===== src/rtl/seg7_decode.sv =====
// Seven-segment read-back: debounces an active-low segment bus, decodes committed
// patterns to a hex nibble over valid/ready. Optional SEG7_DECODE_ERRCNT_EN adds an illegal-commit counter.
module seg7_decode #(
    parameter int unsigned STABLE_CYCLES = 4
) (
    input  logic       clk,
    input  logic       rst_n,
    input  logic [6:0] seg,
    output logic       out_valid,
    input  logic       out_ready,
    output logic [3:0] out_val,
    output logic       out_blank,
    output logic       out_illegal,
    output logic       overrun,
    output logic [7:0] err_count
);

    localparam int unsigned SEG_W = 7;
    localparam int unsigned VAL_W = 4;
    localparam int unsigned RUN_W = 8;
    localparam int unsigned ERR_W = 8;
    localparam logic [RUN_W-1:0] RUN_MAX = RUN_W'(STABLE_CYCLES);

    typedef enum logic {IDLE = 1'b0, PEND = 1'b1} state_e;

    typedef struct packed {
        logic             illegal;
        logic             blank;
        logic [VAL_W-1:0] val;
    } dec_t;

    // Glyph table lookup; anything not a hex glyph or blank is illegal.
    function automatic dec_t decode(input logic [SEG_W-1:0] p);
        dec_t d;
        d = '{illegal: 1'b0, blank: 1'b0, val: 4'h0};
        case (p)
            7'b1000000: d.val = 4'h0;
            7'b1111001: d.val = 4'h1;
            7'b0100100: d.val = 4'h2;
            7'b0110000: d.val = 4'h3;
            7'b0011001: d.val = 4'h4;
            7'b0010010: d.val = 4'h5;
            7'b0000010: d.val = 4'h6;
            7'b1111000: d.val = 4'h7;
            7'b0000000: d.val = 4'h8;
            7'b0010000: d.val = 4'h9;
            7'b0001000: d.val = 4'hA;
            7'b0000011: d.val = 4'hB;
            7'b1000110: d.val = 4'hC;
            7'b0100001: d.val = 4'hD;
            7'b0000110: d.val = 4'hE;
            7'b0001110: d.val = 4'hF;
            7'b1111111: d.blank = 1'b1;
            default:    d.illegal = 1'b1;
        endcase
        return d;
    endfunction

    state_e           state_q, state_d;
    logic [SEG_W-1:0] samp_q, samp_d;
    logic             have_samp_q, have_samp_d;
    logic [RUN_W-1:0] run_q, run_d;
    logic [SEG_W-1:0] last_q, last_d;
    logic             have_last_q, have_last_d;
    logic [VAL_W-1:0] val_q, val_d;
    logic             blank_q, blank_d;
    logic             illegal_q, illegal_d;
    logic             overrun_q, overrun_d;
    logic             commit_c;
    dec_t             dec_c;

    // Sampler, run counter and commit detection.
    always_comb begin
        samp_d      = seg;
        have_samp_d = 1'b1;
        run_d       = RUN_W'(1);
        if (have_samp_q && (seg == samp_q)) begin
            run_d = (run_q >= RUN_MAX) ? RUN_MAX : run_q + RUN_W'(1);
        end
        commit_c = (run_d == RUN_MAX) && (!have_last_q || (seg != last_q));
        dec_c    = decode(seg);
    end

    // Output-side FSM and result registers.
    always_comb begin
        state_d     = state_q;
        last_d      = last_q;
        have_last_d = have_last_q;
        val_d       = val_q;
        blank_d     = blank_q;
        illegal_d   = illegal_q;
        overrun_d   = 1'b0;
        if (commit_c) begin
            last_d      = seg;
            have_last_d = 1'b1;
            val_d       = dec_c.val;
            blank_d     = dec_c.blank;
            illegal_d   = dec_c.illegal;
        end
        case (state_q)
            IDLE: begin
                if (commit_c) state_d = PEND;
            end
            PEND: begin
                if (commit_c) begin
                    overrun_d = !out_ready;
                end else if (out_ready) begin
                    state_d = IDLE;
                end
            end
            default: state_d = IDLE;
        endcase
    end

    always_ff @(posedge clk or negedge rst_n) begin
        if (!rst_n) begin
            state_q     <= IDLE;
            samp_q      <= '0;
            have_samp_q <= 1'b0;
            run_q       <= '0;
            last_q      <= '0;
            have_last_q <= 1'b0;
            val_q       <= '0;
            blank_q     <= 1'b0;
            illegal_q   <= 1'b0;
            overrun_q   <= 1'b0;
        end else begin
            state_q     <= state_d;
            samp_q      <= samp_d;
            have_samp_q <= have_samp_d;
            run_q       <= run_d;
            last_q      <= last_d;
            have_last_q <= have_last_d;
            val_q       <= val_d;
            blank_q     <= blank_d;
            illegal_q   <= illegal_d;
            overrun_q   <= overrun_d;
        end
    end

`ifdef SEG7_DECODE_ERRCNT_EN
    logic [ERR_W-1:0] err_q, err_d;

    // Saturating count of illegal commits.
    always_comb begin
        err_d = err_q;
        if (commit_c && dec_c.illegal && (err_q != {ERR_W{1'b1}})) begin
            err_d = err_q + ERR_W'(1);
        end
    end

    always_ff @(posedge clk or negedge rst_n) begin
        if (!rst_n) err_q <= '0;
        else        err_q <= err_d;
    end

    assign err_count = err_q;
`else
    assign err_count = ERR_W'(0);
`endif

    assign out_valid   = (state_q == PEND);
    assign out_val     = val_q;
    assign out_blank   = blank_q;
    assign out_illegal = illegal_q;
    assign overrun     = overrun_q;

endmodule

===== config.mk =====
export PLATFORM = sky130hd
export DESIGN_NAME = seg7_decode
export DESIGN_NICKNAME = d
export VERILOG_FILES = /design/src/rtl/seg7_decode.sv
export SDC_FILE = /design/constraint.sdc
export NUM_CORES = 1
export LEC_CHECK = 0
export BUFFER_PORTS_ARGS = -buffer_cell sky130_fd_sc_hd__clkbuf_2
export CORE_ASPECT_RATIO = 0.9
export CORE_MARGIN = 1
export CORE_UTILIZATION = 56
export DETAILED_ROUTE_END_ITERATION = 16
export PLACE_DENSITY = 0.78
export REMOVE_ABC_BUFFERS = 1
export SYNTH_ARGS = -nofsm -noshare
export SYNTH_HDL_FRONTEND = slang
export SYNTH_SLANG_ARGS = --single-unit

===== constraint.sdc =====
create_clock -name clk -period 3 [get_ports clk]
set_input_delay 0.3 -clock clk [delete_from_list [all_inputs] [get_ports clk]]
set_output_delay 0.3 -clock clk [all_outputs]
set_load 0.05 [all_outputs]

==> impl_metrics.toml <==
[synthesis]
syn_area_mm2 = 0.00178
ys.flop_type = "dfrtp_1"
synthArstFlopShare_pct = 100
synth_warnings = 0
ys_ff_latch = 32
synthCells = 157
synth.distinct_cells = 43
synth_top_area_share_pct = 45.1
syn_avg_cell_area_um2 = 11.3
synth_top_cell_by_area = "dfrtp_1"
yosysSeqAreaShare_pct = 45.1
synth_edf_count = 0
synthTopCellsByArea = "dfrtp_1, mux2_4, xnor2_1"

[die]
coreArea_mm2 = 0.00304
rows = 19
die_h_um = 55.4
die_width_um = 61.4
ios = 26
floorplan.initialDensity_pct = 58.4
dieArea_mm2 = 0.00340

[cts]
post_cts_buffers = 0
cts_buffer_depth = 2
cts-root-buf = "clkbuf_4"
cts_made_buffers = 5
clock_sinks = 32
cts_repair_resize_count = 0
cts_tree = "built"
cts_hold_buf = 0
clkTransAtPathRegs_ns = 0.10
clk_latency_ns = 0.32
h-tree-depth = 2

[job]
max_cap_viol_count = 0

[timing]
fmaxAchievable_mhz = 454
finalSetupTns_ns = 0
clock_skew_ns = 0.0161
relSlewSlack_pct = 48.4
hold_violations = 0
rsz0062_at_grt = "false"
finalSetupViolations = 0
min_period_ns = 2.20
tightest_slew_ns = 0.773
period_share_pct = 73.4
slew_violations = 0

[worst_setup_path]
critical_path.max_fanout = 11
arrival_ns = 2.42
r2r_cells = 6
reg2reg_from = "run_q[0]"
endpoint_kind = "register"
worst_setup_path_start_kind = "register"
rrSetupSlack_ns = 0.80
required_ns = 3.22
critPathKind = "reg -> reg"
r2r-end = "out_illegal"

[power]
power_frac_comb_pct = 19.2
pwr-share-seq_pct = 55.4
netSwitchingFraction_pct = 30.0
p_leak_uw = 0.000850
vdd_drop_max_mv = 0.219
power.switching_uw = 260
p_per_area_mw_per_mm2 = 469
p_int_uw = 608
clockPowerShare_pct = 25.4

[status]
status = "finished clean"

[final_layout]
stdcell_count = 215
syn_to_final_growth_pct = 4.23
ff_latch_area_um2 = 801
drive_gt1_share_pct = 24.3
num_antenna_cells = 0
fill_cells = 263
nNetsFinal = 185
multi_input_area_um2 = 848

[global_route]
grt_pass1_vias = 1107
grt_pass1_wl_um = 4910
antenna_found_initial = 0
gr-total-overflow = 0
track_usage_pct = 19.1
grt_max_degree = 33

[detailed_routing]
ant_nets = 0
drtIter0Drc = 34
vias = 1137
routed_wl_um = 2810
wl_per_cell_um = 13.1
routed_via_density = 5.29
drt-pass1-iter-count = 6
drc = 0

[place]
gp_congestion = 0.865
place_inst = 208
hpwl_um = 1960
io_buffers = 17

[worst_hold_path]
hp-class = "in -> async"
-- state kept, by name (all words and copies together), names as in the netlist --
| signal | cells |
|---|---|
| out_valid | 1 |
| last_q | 7 |
| out_illegal | 1 |
| overrun | 1 |
| out_val | 4 |
| have_samp_q | 1 |
| out_blank | 1 |
| run_q | 8 |
| have_last_q | 1 |
| samp_q | 7 |
-- cell usage after synthesis (2+ instances only) --
cell type  count
conb_1         2
mux2_2         3
xnor2_1        8
buf_4          8
dfrtp_1       32
buf_6          3
nand2_1       11
inv_1          5
mux2_4        10
nor4_4         2
nor4_1         2
nor2b_1        2
buf_2          8
nor4bb_1       2
o21ai_0        6
ha_1           2
nand3b_1       2
o221ai_1       2
a21oi_1        2
nor3_1         4
or3_1          2
a211oi_1       2
or2_2          2
nor2_1         7
xor2_1         8
nand4_1        2
o21a_1         2
-- how the worst max path moves through the flow --
| stage | from | end | depth (start not counted) |
|---|---|---|---|
| finish | run_q[0] | out_illegal | 6 |
| global route | run_q[0] | out_illegal | 6 |
| CTS | run_q[0] | out_illegal | 6 |
| detailed placement | run_q[0] | out_illegal | 6 |
| global placement | run_q[0] | out_illegal | 6 |
| floorplan | run_q[0] | out_illegal | 6 |
-- cell families (layout without fill, tap and decap cells) --
kind of cell             count (synthesis)  after routing  synth area share [%]
AND/OR/NAND/NOR                         46             46                  16.7
XOR/XNOR                                16             16                  7.89
AO/OA/AOI/OAI                           21             21                  8.45
flip-flops                              32             32                  45.1
buffers and inverters                   25             29                  9.72
multiplexers                            13             13                  10.4
adder cells (fa/ha/maj)                  2              2                  1.41
other                                    2             14                 0.423
-- placed cells by master, fill, tap and decap left out, types with 3 or more instances in the layout --
cell type	instances
nor2_1	7
conb_1	14
xnor2_1	8
mux2_2	3
clkbuf_2	17
dfrtp_1	32
nor3_1	4
o21ai_0	6
inv_1	5
mux2_4	10
clkbuf_4	5
nand2_1	11
xor2_1	8
-- stage by stage --
stage	total power (uW)	setup slack [ns]	utilization [%]	hold slack [ns]	instance area [um2]
final	868	0.797	60.9	0.0394	1850
after global routing	913	0.694	60.9	0.0916	1850
after CTS	878	0.776	60.9	0.0530	1850
after detailed placement	657	0.786	59.3	0.410	1810
after global placement	650	0.845	59.3	0.394	1810
after floorplan	604	0.916	-	0.00441	1670
-- power groups by stage --
stage	clock network [uW]	registers, uW	logic, uW
6_report	220	481	167
2_1_floorplan	0	504	99.1
3_5_place_dp	0	489	168
3_3_place_gp	0	488	162
4_1_cts	229	481	168
5_1_grt	248	484	182
-- layout make-up --
cell class                 count  share of cell area [%]
clock buffer                   6                    2.23
clock inverter                 1                   0.270
inverter                       5                    1.01
multi-input combinational    112                    45.8
sequential                    32                    43.2
tap                           42                    2.84
timing repair buffer          17                    4.59
-- worst max-delay path, cell delays in order (launching register included) --
cell and delay, ns:
dfrtp_1 0.38, inv_1 0.07, ha_1 0.30, o311a_1 0.37, nor4_4 0.30, and2_4 0.33
mux2_2 0.35
-- per-layer routing --
layer	vias to the layer above	routed length [um]	GRT usage, %
li1	554	-	-
met2	28	1320	28.9
met4	0	8	4.76
met1	553	1370	26.1
met5	-	0	0
met3	2	113	6.56
No activity file was read; power rests on OpenSTA's default activity.
